--- config.mk ---
export PLATFORM = sky130hd
export DESIGN_NAME = mem_access_ctrl_flat
export DESIGN_NICKNAME = d
export VERILOG_FILES = /design/src/rtl/mem_access_ctrl_if.sv /design/src/rtl/mem_access_ctrl.sv /design/src/flat_wrapper.sv
export SDC_FILE = /design/constraint.sdc
export NUM_CORES = 1
export LEC_CHECK = 0
export CAP_MARGIN = 40
export CORE_MARGIN = 1.5
export CORE_UTILIZATION = 48
export CTS_BUF_LIST = sky130_fd_sc_hd__clkbuf_4 sky130_fd_sc_hd__clkbuf_8
export DETAILED_ROUTE_END_ITERATION = 8
export PLACE_DENSITY_LB_ADDON = 0.25
export SYNTH_ARGS = -nofsm -noshare
export SYNTH_HDL_FRONTEND = slang
export SYNTH_SLANG_ARGS = --single-unit
--- constraint.sdc ---
create_clock -name Clk -period 11 [get_ports Clk]
set_input_delay 2.2 -clock Clk [delete_from_list [all_inputs] [get_ports Clk]]
set_output_delay 2.2 -clock Clk [all_outputs]
set_load 0.03 [all_outputs]
--- src/rtl/mem_access_ctrl_if.sv ---
// mem_access_ctrl_if: CPU-side request/response handshake plus the
// word-addressed data-memory bus. The controller uses the slave modport;
// the CPU stage / memory model side uses the master modport.
interface mem_access_ctrl_if;
   // CPU request / response
   logic        req_valid;
   logic        req_ready;
   logic        req_we;
   logic [1:0]  req_size;
   logic        req_signed;
   logic [31:0] req_addr;
   logic [31:0] req_wdata;
   logic        rsp_valid;
   logic [31:0] rsp_rdata;
   logic        rsp_err;
   // data-memory bus
   logic        CS;
   logic        RW;
   logic [3:0]  BE;
   logic [29:0] Addr;
   logic [31:0] DataOut;
   logic [31:0] DataIn;
   logic        DataReady;

   modport slave (
      input  req_valid, req_we, req_size, req_signed, req_addr, req_wdata,
      input  DataIn, DataReady,
      output req_ready, rsp_valid, rsp_rdata, rsp_err,
      output CS, RW, BE, Addr, DataOut
   );

   modport master (
      output req_valid, req_we, req_size, req_signed, req_addr, req_wdata,
      output DataIn, DataReady,
      input  req_ready, rsp_valid, rsp_rdata, rsp_err,
      input  CS, RW, BE, Addr, DataOut
   );
endinterface

--- src/rtl/mem_access_ctrl.sv ---
// mem_access_ctrl: single-outstanding load/store initiator for the data
// memory. Converts byte/half/word requests into word address + byte
// enables, replicates store data across lanes, extracts and extends load
// data, and flags misaligned requests.
// Optional feature macro: MEM_TIMEOUT_EN -- when defined, a WAIT-state
// counter aborts an access with an error after TIMEOUT cycles without
// DataReady; otherwise WAIT holds until DataReady.
module mem_access_ctrl #(
   parameter int TIMEOUT = 15
) (
   input  logic             Clk,
   input  logic             Reset,
   mem_access_ctrl_if.slave bus
);
   typedef enum logic [1:0] {S_IDLE, S_ISSUE, S_WAIT, S_RESP} state_t;

   state_t      state_q;
   logic        req_ready_q;
   logic        rsp_valid_q;
   logic        rsp_err_q;
   logic [31:0] rsp_rdata_q;
   logic        cs_q;
   logic        rw_q;
   logic [3:0]  be_q;
   logic [29:0] addr_q;
   logic [31:0] dout_q;
   // Request fields needed later for load extraction
   logic [1:0]  lane_q;
   logic [1:0]  size_q;
   logic        signed_q;

   logic        misaligned_d;
   logic [3:0]  be_d;
   logic [31:0] wdata_d;
   logic [31:0] rdata_d;
   logic [7:0]  byte_sel;
   logic [15:0] half_sel;

`ifdef MEM_TIMEOUT_EN
   localparam int CNT_W = (TIMEOUT < 2) ? 1 : $clog2(TIMEOUT + 1);
   logic [CNT_W-1:0] wait_cnt_q;
`else
   // Without the counter the timeout value has no effect.
   logic unused_timeout;
   assign unused_timeout = (TIMEOUT == 0);
`endif

   // Decode the live request: alignment, byte enables, replicated store data
   always_comb begin
      misaligned_d = 1'b0;
      be_d         = 4'b0000;
      wdata_d      = bus.req_wdata;
      case (bus.req_size)
         2'b00: begin
            be_d    = 4'b0001 << bus.req_addr[1:0];
            wdata_d = {4{bus.req_wdata[7:0]}};
         end
         2'b01: begin
            misaligned_d = bus.req_addr[0];
            be_d         = bus.req_addr[1] ? 4'b1100 : 4'b0011;
            wdata_d      = {2{bus.req_wdata[15:0]}};
         end
         2'b10: begin
            misaligned_d = |bus.req_addr[1:0];
            be_d         = 4'b1111;
         end
         default: misaligned_d = 1'b1;
      endcase
   end

   // Pick the addressed lane out of the memory word and extend it
   always_comb begin
      byte_sel = bus.DataIn[7:0];
      case (lane_q)
         2'd1:    byte_sel = bus.DataIn[15:8];
         2'd2:    byte_sel = bus.DataIn[23:16];
         2'd3:    byte_sel = bus.DataIn[31:24];
         default: byte_sel = bus.DataIn[7:0];
      endcase
      half_sel = lane_q[1] ? bus.DataIn[31:16] : bus.DataIn[15:0];
      case (size_q)
         2'b00:   rdata_d = {{24{signed_q & byte_sel[7]}}, byte_sel};
         2'b01:   rdata_d = {{16{signed_q & half_sel[15]}}, half_sel};
         default: rdata_d = bus.DataIn;
      endcase
      // Stores return zero data
      if (rw_q) begin
         rdata_d = 32'h0;
      end
   end

   // Access sequencer with registered handshake and bus outputs
   always_ff @(posedge Clk or posedge Reset) begin
      if (Reset) begin
         state_q     <= S_IDLE;
         req_ready_q <= 1'b1;
         rsp_valid_q <= 1'b0;
         rsp_err_q   <= 1'b0;
         rsp_rdata_q <= 32'h0;
         cs_q        <= 1'b0;
         rw_q        <= 1'b0;
         be_q        <= 4'b0000;
         addr_q      <= 30'h0;
         dout_q      <= 32'h0;
         lane_q      <= 2'b00;
         size_q      <= 2'b00;
         signed_q    <= 1'b0;
`ifdef MEM_TIMEOUT_EN
         wait_cnt_q  <= '0;
`endif
      end else begin
         case (state_q)
            S_IDLE: begin
               if (bus.req_valid) begin
                  req_ready_q <= 1'b0;
                  lane_q      <= bus.req_addr[1:0];
                  size_q      <= bus.req_size;
                  signed_q    <= bus.req_signed;
                  if (misaligned_d) begin
                     // Error straight away; the bus is never touched
                     state_q     <= S_RESP;
                     rsp_valid_q <= 1'b1;
                     rsp_err_q   <= 1'b1;
                     rsp_rdata_q <= 32'h0;
                  end else begin
                     state_q <= S_ISSUE;
                     cs_q    <= 1'b1;
                     rw_q    <= bus.req_we;
                     be_q    <= be_d;
                     addr_q  <= bus.req_addr[31:2];
                     dout_q  <= wdata_d;
                  end
               end
            end
            S_ISSUE: begin
               state_q <= S_WAIT;
`ifdef MEM_TIMEOUT_EN
               wait_cnt_q <= '0;
`endif
            end
            S_WAIT: begin
               // DataReady takes priority over an expiring counter
               if (bus.DataReady) begin
                  state_q     <= S_RESP;
                  cs_q        <= 1'b0;
                  be_q        <= 4'b0000;
                  rsp_valid_q <= 1'b1;
                  rsp_err_q   <= 1'b0;
                  rsp_rdata_q <= rdata_d;
               end
`ifdef MEM_TIMEOUT_EN
               else if (wait_cnt_q == CNT_W'(TIMEOUT - 1)) begin
                  state_q     <= S_RESP;
                  cs_q        <= 1'b0;
                  be_q        <= 4'b0000;
                  rsp_valid_q <= 1'b1;
                  rsp_err_q   <= 1'b1;
                  rsp_rdata_q <= 32'h0;
               end else begin
                  wait_cnt_q <= wait_cnt_q + 1'b1;
               end
`endif
            end
            default: begin
               state_q     <= S_IDLE;
               rsp_valid_q <= 1'b0;
               rsp_err_q   <= 1'b0;
               req_ready_q <= 1'b1;
            end
         endcase
      end
   end

   assign bus.req_ready = req_ready_q;
   assign bus.rsp_valid = rsp_valid_q;
   assign bus.rsp_err   = rsp_err_q;
   assign bus.rsp_rdata = rsp_rdata_q;
   assign bus.CS        = cs_q;
   assign bus.RW        = rw_q;
   assign bus.BE        = be_q;
   assign bus.Addr      = addr_q;
   assign bus.DataOut   = dout_q;
endmodule

--- src/flat_wrapper.sv ---
// flat-port wrapper written by rule: the top's interface ports become plain ports
module mem_access_ctrl_flat 
#(
   parameter int TIMEOUT = 15
)
  (Clk, Reset, bus_req_valid, bus_req_we, bus_req_size, bus_req_signed, bus_req_addr, bus_req_wdata, bus_DataIn, bus_DataReady, bus_req_ready, bus_rsp_valid, bus_rsp_rdata, bus_rsp_err, bus_CS, bus_RW, bus_BE, bus_Addr, bus_DataOut);
  mem_access_ctrl_if bus_i ();
  input  logic Clk;
  input  logic Reset;
  input wire logic [$bits(bus_i.req_valid)-1:0] bus_req_valid;
  input wire logic [$bits(bus_i.req_we)-1:0] bus_req_we;
  input wire logic [$bits(bus_i.req_size)-1:0] bus_req_size;
  input wire logic [$bits(bus_i.req_signed)-1:0] bus_req_signed;
  input wire logic [$bits(bus_i.req_addr)-1:0] bus_req_addr;
  input wire logic [$bits(bus_i.req_wdata)-1:0] bus_req_wdata;
  input wire logic [$bits(bus_i.DataIn)-1:0] bus_DataIn;
  input wire logic [$bits(bus_i.DataReady)-1:0] bus_DataReady;
  output wire logic [$bits(bus_i.req_ready)-1:0] bus_req_ready;
  output wire logic [$bits(bus_i.rsp_valid)-1:0] bus_rsp_valid;
  output wire logic [$bits(bus_i.rsp_rdata)-1:0] bus_rsp_rdata;
  output wire logic [$bits(bus_i.rsp_err)-1:0] bus_rsp_err;
  output wire logic [$bits(bus_i.CS)-1:0] bus_CS;
  output wire logic [$bits(bus_i.RW)-1:0] bus_RW;
  output wire logic [$bits(bus_i.BE)-1:0] bus_BE;
  output wire logic [$bits(bus_i.Addr)-1:0] bus_Addr;
  output wire logic [$bits(bus_i.DataOut)-1:0] bus_DataOut;
  assign bus_i.req_valid = bus_req_valid;
  assign bus_i.req_we = bus_req_we;
  assign bus_i.req_size = bus_req_size;
  assign bus_i.req_signed = bus_req_signed;
  assign bus_i.req_addr = bus_req_addr;
  assign bus_i.req_wdata = bus_req_wdata;
  assign bus_i.DataIn = bus_DataIn;
  assign bus_i.DataReady = bus_DataReady;
  assign bus_req_ready = bus_i.req_ready;
  assign bus_rsp_valid = bus_i.rsp_valid;
  assign bus_rsp_rdata = bus_i.rsp_rdata;
  assign bus_rsp_err = bus_i.rsp_err;
  assign bus_CS = bus_i.CS;
  assign bus_RW = bus_i.RW;
  assign bus_BE = bus_i.BE;
  assign bus_Addr = bus_i.Addr;
  assign bus_DataOut = bus_i.DataOut;
  mem_access_ctrl #(.TIMEOUT(TIMEOUT)) u_core (.Clk(Clk), .Reset(Reset), .bus(bus_i));
endmodule
# Yosys cells after proc, flatten, opt, wreduce, memory -nomap -nowiden
# Index checks and enable logic that the tools add are counted.
totals:
  mem_bits_rw: 0
  wordCells: 75
  ff_bits: 110
  memories: 0
  output_inout_bits: 103
  rom_bits: 0
  latchBits: 0
  inputBits: 104
classes:
  n_shift: 1
  addsub: 0
  n_reduce_logical: 13
  n_bitwise: 5
  muxes: 31
  magnitude_cmp: 0
  n_mul: 0
  eq_ne: 12
  n_div: 0
op_table:
  columns: ["op", "n"]
  rows:
  - ["32-bit one-hot mux with 2 select lines", 3]
  - ["32-bit two-way mux", 4]
  - ["8-bit one-hot mux with 3 select lines", 1]
  - ["16-bit two-way mux", 1]
  - ["4-bit two-way mux", 4]
  - ["4-bit one-hot mux with 3 select lines", 1]
  - ["4-bit AND reduction", 3]
  - ["1-bit one-hot mux with 3 select lines", 3]
  - ["2-bit by 1-bit equality test with 1-bit output, second input constant", 4]
  - ["2-bit equality test, second input constant", 4]
  - ["4-bit one-hot mux with 2 select lines", 1]
  - ["1-bit two-way mux", 7]
  - ["2-bit logical NOT", 3]
  - ["2-bit two-way mux", 3]
  - ["2-bit inequality test, second input constant", 3]
  - ["2-bit one-hot mux with 3 select lines", 1]
  - ["2-bit AND reduction", 3]
  - ["1-bit one-hot mux with 2 select lines", 2]
  - ["2-bit OR reduction", 2]
  - ["1-bit by 2-bit << shifter with 4-bit output, first input constant", 1]
  - ["1-bit inverter", 3]
  - ["3-bit AND reduction", 1]
  - ["1-bit bitwise AND", 2]
  - ["2-bit by 1-bit inequality test with 1-bit output, second input constant", 1]
  - ["2-bit nonzero test", 1]

# Logic depth before layout (Yosys ltp)
depth:
  depth_word: 7
  depth_mapped: 9
  depth_no_buf: 6

# Least setup slack after synthesis
# Ideal clock, no wire load.
synth_timing:
  path_kind: "input-to-reg"
  startpoint: "input port bus_req_size[0]"
  endpoint: "register u_core.rsp_rdata_q[1], in the netlist u_core.bus.rsp_rdata[1]"
  required_time_ns: 10.878
  setup_slack_ns: 7.447
  t_arrival_ns: 3.432
  path_stages: 7
  setup_time_ns: 0.122
  n_path_buf: 3
  path_cell_list: "buf_2 a21oi_1 o21a_1 or3_1 clkbuf_1 buf_6 a32o_1"
synth_between:
  elab_chain_len: 4
  word_cells_on_any_way: 6
  cone_classes: "eq/ne (3); mux (1); reduce/logical (2)"
synth_lines:
  columns: ["element", "line", "source"]
  rows:
  - ["start, declared", "flat_wrapper.sv:12", "input wire logic [$bits(bus_i.req_size)-1:0] bus_req_size;"]
  - ["2-bit equality test, or another cell as far along", "mem_access_ctrl.sv:53", "case (bus.req_size)"]
  - ["1-bit one-hot mux with 3 select lines *", "mem_access_ctrl.sv:53", null]
  - ["2-bit by 1-bit inequality test with 1-bit output (no line) *", null, null]
  - ["4-bit AND reduction (no line) *", null, null]
  - ["end signal, assigned", "mem_access_ctrl.sv:149", "rsp_rdata_q <= rdata_d;"]
  - ["end, declared", "mem_access_ctrl.sv:21", "logic [31:0] rsp_rdata_q;"]
# Mark *: on every way between the ends. The rest lies on a longest branch, timed or not.
# A chain may end at the register's enable or synchronous reset.

# Worst setup path in the final report
layout_timing:
  startpoint: "input port bus_req_size[0]"
  endpoint: "register u_core.addr_q[18], in the netlist u_core.bus.Addr[18]"
layout_between:
  elab_chain_len: 4
  word_cells_on_any_way: 6
  cone_classes: "eq/ne (2); mux (1); bitwise (1); reduce/logical (2)"
layout_lines:
  columns: ["element", "line", "source"]
  rows:
  - ["2-bit equality test, or another cell as far along", "mem_access_ctrl.sv:53", null]
  - ["1-bit one-hot mux with 3 select lines *", "mem_access_ctrl.sv:53", null]
  - ["1-bit inverter (no line) *", null, null]
  - ["3-bit AND reduction (no line) *", null, null]
  - ["end signal, assigned", "mem_access_ctrl.sv:130", "addr_q <= bus.req_addr[31:2];"]
  - ["end, declared", "mem_access_ctrl.sv:25", "logic [29:0] addr_q;"]
# Marked as above.

==> metrics.md <==
| Metric | Value |
|---|---|
| # Post-CTS Setup Buffers | 0 |
| Top post-synthesis cells by area | dfrtp_1 54%, mux2_2 10%, mux2i_1 7.5%, o2bb2ai_1 4.5%, o21ai_0 3.3% |
| Vias in the first global route | about 4500 |
| Initial Util | 0.494 |
| Unique masters post-synth | 39 |
| Yosys top cell by area | dfrtp_1 |
| Register Area | between 2000 and 3000 um^2 |
| Leak | 3.17 nW |
| Synth warnings | 0 |
| Status | complete, no violations |
| Die Y | around 110 um |
| Routed length per instance | between 15 and 20 um |
| CP peak stage delay | around 0.93 ns |
| CP max FO | a little under 90 |
| Tmin final | about 4.6 ns |
| Req. time, crit path | ~11 ns |
| Total power | approximately 2.3 mW |
| Reg2Reg Setup Slack | approximately 8.5 ns |
| Post-cts gate resize count | 0 |
| Longest Clk Path Bufs | 2 |
| PortBufs | about 200 |
| Rows | 37 |
| ANT nets after route | 0 |
| Drt first-iter violations | between 150 and 200 |
| Worst r2r src | u_core.state_q[0] |
| Critical Path AT | approximately 4.8 ns |
| Gp weighted congestion | around 0.91 |
| Seq/Total Area, Yosys | 0.540 |
| Clock Latency Late Sink | 0.37 ns |
| Syn nets | approximately 550 |
| Reg2reg path depth | 6 |
| # IOs | 207 |
| # DRC | 0 |
| Share of cells above drive strength 1 | 0.117 |
| Final worst slack | between 6 and 7 ns |
| Overflow after GRT | 0 |
| Commonest cells after routing, fill and taps aside | 206 x clkdlybuf4s50_1, 109 x dfrtp_1, 47 x mux2_2 |
| Avg Cell Area, Syn | 11.5 um^2 |
| DP Worst Slack | roughly 6.1 ns |
| Pwr per Cell Area | around 300 nW/um^2 |
| Cells after DPL | about 760 |
| MaxCap Viol Count | 0 |
| Max Freq | 0.219 GHz |
| CTS tree | yes |
| Total GRT Usage | 0.254 |
| Crit. Startpoint | bus_req_size[0] |
| CTS buffer count | 9 |
| Global-route wire length before repair | between 20000 and 25000 um |
| WP depth | 5 |
| DRT Pass-1 Iters | 7 |
| Routed WL | between 10000 and 15000 um |
| Cells after Synth | around 440 |
| Multi-input gate area | between 2000 and 2500 um^2 |
| Sink Count | 110 |
| Final Setup Violations | 0 |
| P&R area growth vs syn | 46.5% |
| Worst min path class | reg2reg |
| Initial antenna violation count | 0 |
| Slowest cell on crit path | clkdlybuf4s50_1 |
| # diodes | 0 |
| Final #Nets | around 740 |
| Largest net degree at the start of global routing | ~90 |
| Finished Layout Cells | a little under 800 |
| Crit path buf inv count | 2 |
| Worst slew margin | 0.405 |
| Root buffer cell | clkbuf_8 |
| Synthesized area | ~5100 um^2 |
| VDD IR max | ~0.00018 V |
| Top delay family on crit path | buffers and inverters |
| Slew Limit Fails | 0 |
| Fin crit share | 0.415 |
| Setup crit start kind | primary input |
| CP Cell Sequence | clkdlybuf4s50_1 > a21oi_1 > o21bai_4 > buf_4 > mux2_2 |
| R2r endpoint | u_core.bus.Addr[18] |
| Flip-flop and latch count after synthesis | 110 |
| CP endpoint kind | register |
| Hold_buf cts | 0 |
| Hold slack final | ~0.5 ns |
| Tightest Pin Transition | roughly 0.89 ns |
| RSZ-0062 raised after global routing | false |
| Clock Skew | ~0.0065 ns |
| FILL cells | just under 800 |
| TNS Setup | 0 ns |
| Placeable Area | between 10000 and 15000 um^2 |
| Final hold violations | 0 |
| Vias/cell | 5.45 |
| Vias | between 4000 and 5000 |
| Htree depth | 3 |
| Clk slew on worst S/H paths | ~0.090 ns |
| Most common cell after layout, fill and taps aside | clkdlybuf4s50_1 |
| Worst setup path class | in2reg |
| Dpl hpwl | 10200 um |
| Share of the synthesized area in the top cell type | 0.535 |
| Die area | ~11000 um^2 |
| Die X | ~110 um |
| Critical Path End | u_core.bus.Addr[18] |
-- cell type report --
type | instances | area share
Clock buffer | 14 | 0.0233
Clock inverter | 2 | 0.00218
Inverter | 11 | 0.00587
Multi-Input combinational cell | 292 | 0.291
Sequential cell | 110 | 0.369
Tap cell | 136 | 0.0228
Timing Repair Buffer | 212 | 0.285
-- per-stage QoR --
step           area (um^2)  utilization
3_3_place_gp          7230        0.700
4_1_cts               7460        0.723
5_1_grt               7460        0.723
6_report              7460        0.723
2_1_floorplan         5100            -
3_5_place_dp          7270        0.705
-- worst min-delay path by stage --
stage                                      start                endpoint  slack [ns]  cells after the start
after floorplan                u_core.state_q[1]       u_core.state_q[1]        0.50                      2
after global placement    u_core.bus.DataOut[10]  u_core.bus.DataOut[10]        0.46                      2
after detailed placement  u_core.bus.DataOut[15]  u_core.bus.DataOut[15]        0.47                      2
after CTS                 u_core.bus.DataOut[15]  u_core.bus.DataOut[15]        0.50                      2
after global routing      u_core.bus.DataOut[18]  u_core.bus.DataOut[18]        0.52                      2
final                     u_core.bus.DataOut[15]  u_core.bus.DataOut[15]        0.49                      2
-- power breakdown --
part / switching (mW) / internal (mW) / total [mW]
combinational: 0.721 / 0.583 / 1.30
clock: 0.134 / 0.103 / 0.237
sequential: 0.141 / 0.603 / 0.744
total: 0.996 / 1.29 / 2.29
-- metal layers --
metal  routed length (um)  vias to the layer above  global-route usage
met2                 6840                      163               0.422
met4                  235                        0              0.0946
met3                 1110                       22              0.0785
met1                 5580                     2071               0.312
li1                     -                     1981                   -
met5                    0                        -                   0
-- Yosys cell counts --
master,n
a211o_1,1
a21oi_1,15
a221oi_1,10
a22o_1,8
a32o_1,6
and2_0,1
and3_1,1
and4b_1,1
buf_1,1
buf_2,14
buf_6,1
clkbuf_1,14
clkinv_1,1
dfrtp_1,109
dfstp_2,1
ha_1,4
inv_1,10
mux2_2,47
mux2i_1,38
mux4_2,1
nand2_1,45
nand2b_1,4
nor2_1,32
nor2b_1,2
nor3_1,1
nor3_2,1
nor3b_1,2
nor4b_1,1
o211ai_1,1
o21a_1,1
o21ai_0,34
o21ai_1,1
o21bai_1,1
o221ai_1,1
o2bb2ai_1,26
o311ai_2,1
o31ai_1,2
o32a_1,2
or3_1,1
-- flip-flops by register name (all words and copies together) (netlist names) --
name,flops
u_core.lane_q,2
u_core.bus.CS,1
u_core.bus.RW,1
u_core.bus.rsp_err,1
u_core.bus.req_ready,1
u_core.bus.DataOut,32
u_core.bus.BE,4
u_core.signed_q,1
u_core.bus.rsp_rdata,32
u_core.bus.rsp_valid,1
u_core.state_q,2
u_core.bus.Addr,30
u_core.size_q,2
-- worst register-to-register path, delay by kind of cell (launching register included) --
kind / cells / cell delay [ns]
buffers and inverters: 2 / 0.76
muxes: 1 / 0.49
DFF: 1 / 0.41
adders and majority gates: 1 / 0.32
and+or+nand+nor: 1 / 0.26
AOI/OAI and AO/OA: 1 / 0.17
-- cell families (layout without fill, tap and decap cells) --
| kind of cell | after synthesis | count (layout) | synth area share |
|---|---|---|---|
| compound gates | 110 | 110 | 0.154 |
| flops | 110 | 110 | 0.540 |
| simple gates | 92 | 92 | 0.0773 |
| mux | 86 | 86 | 0.183 |
| buf+inv | 41 | 239 | 0.0351 |
| fa+ha+maj | 4 | 4 | 0.00982 |
Note: power is estimated with default switching activity, not from simulation.
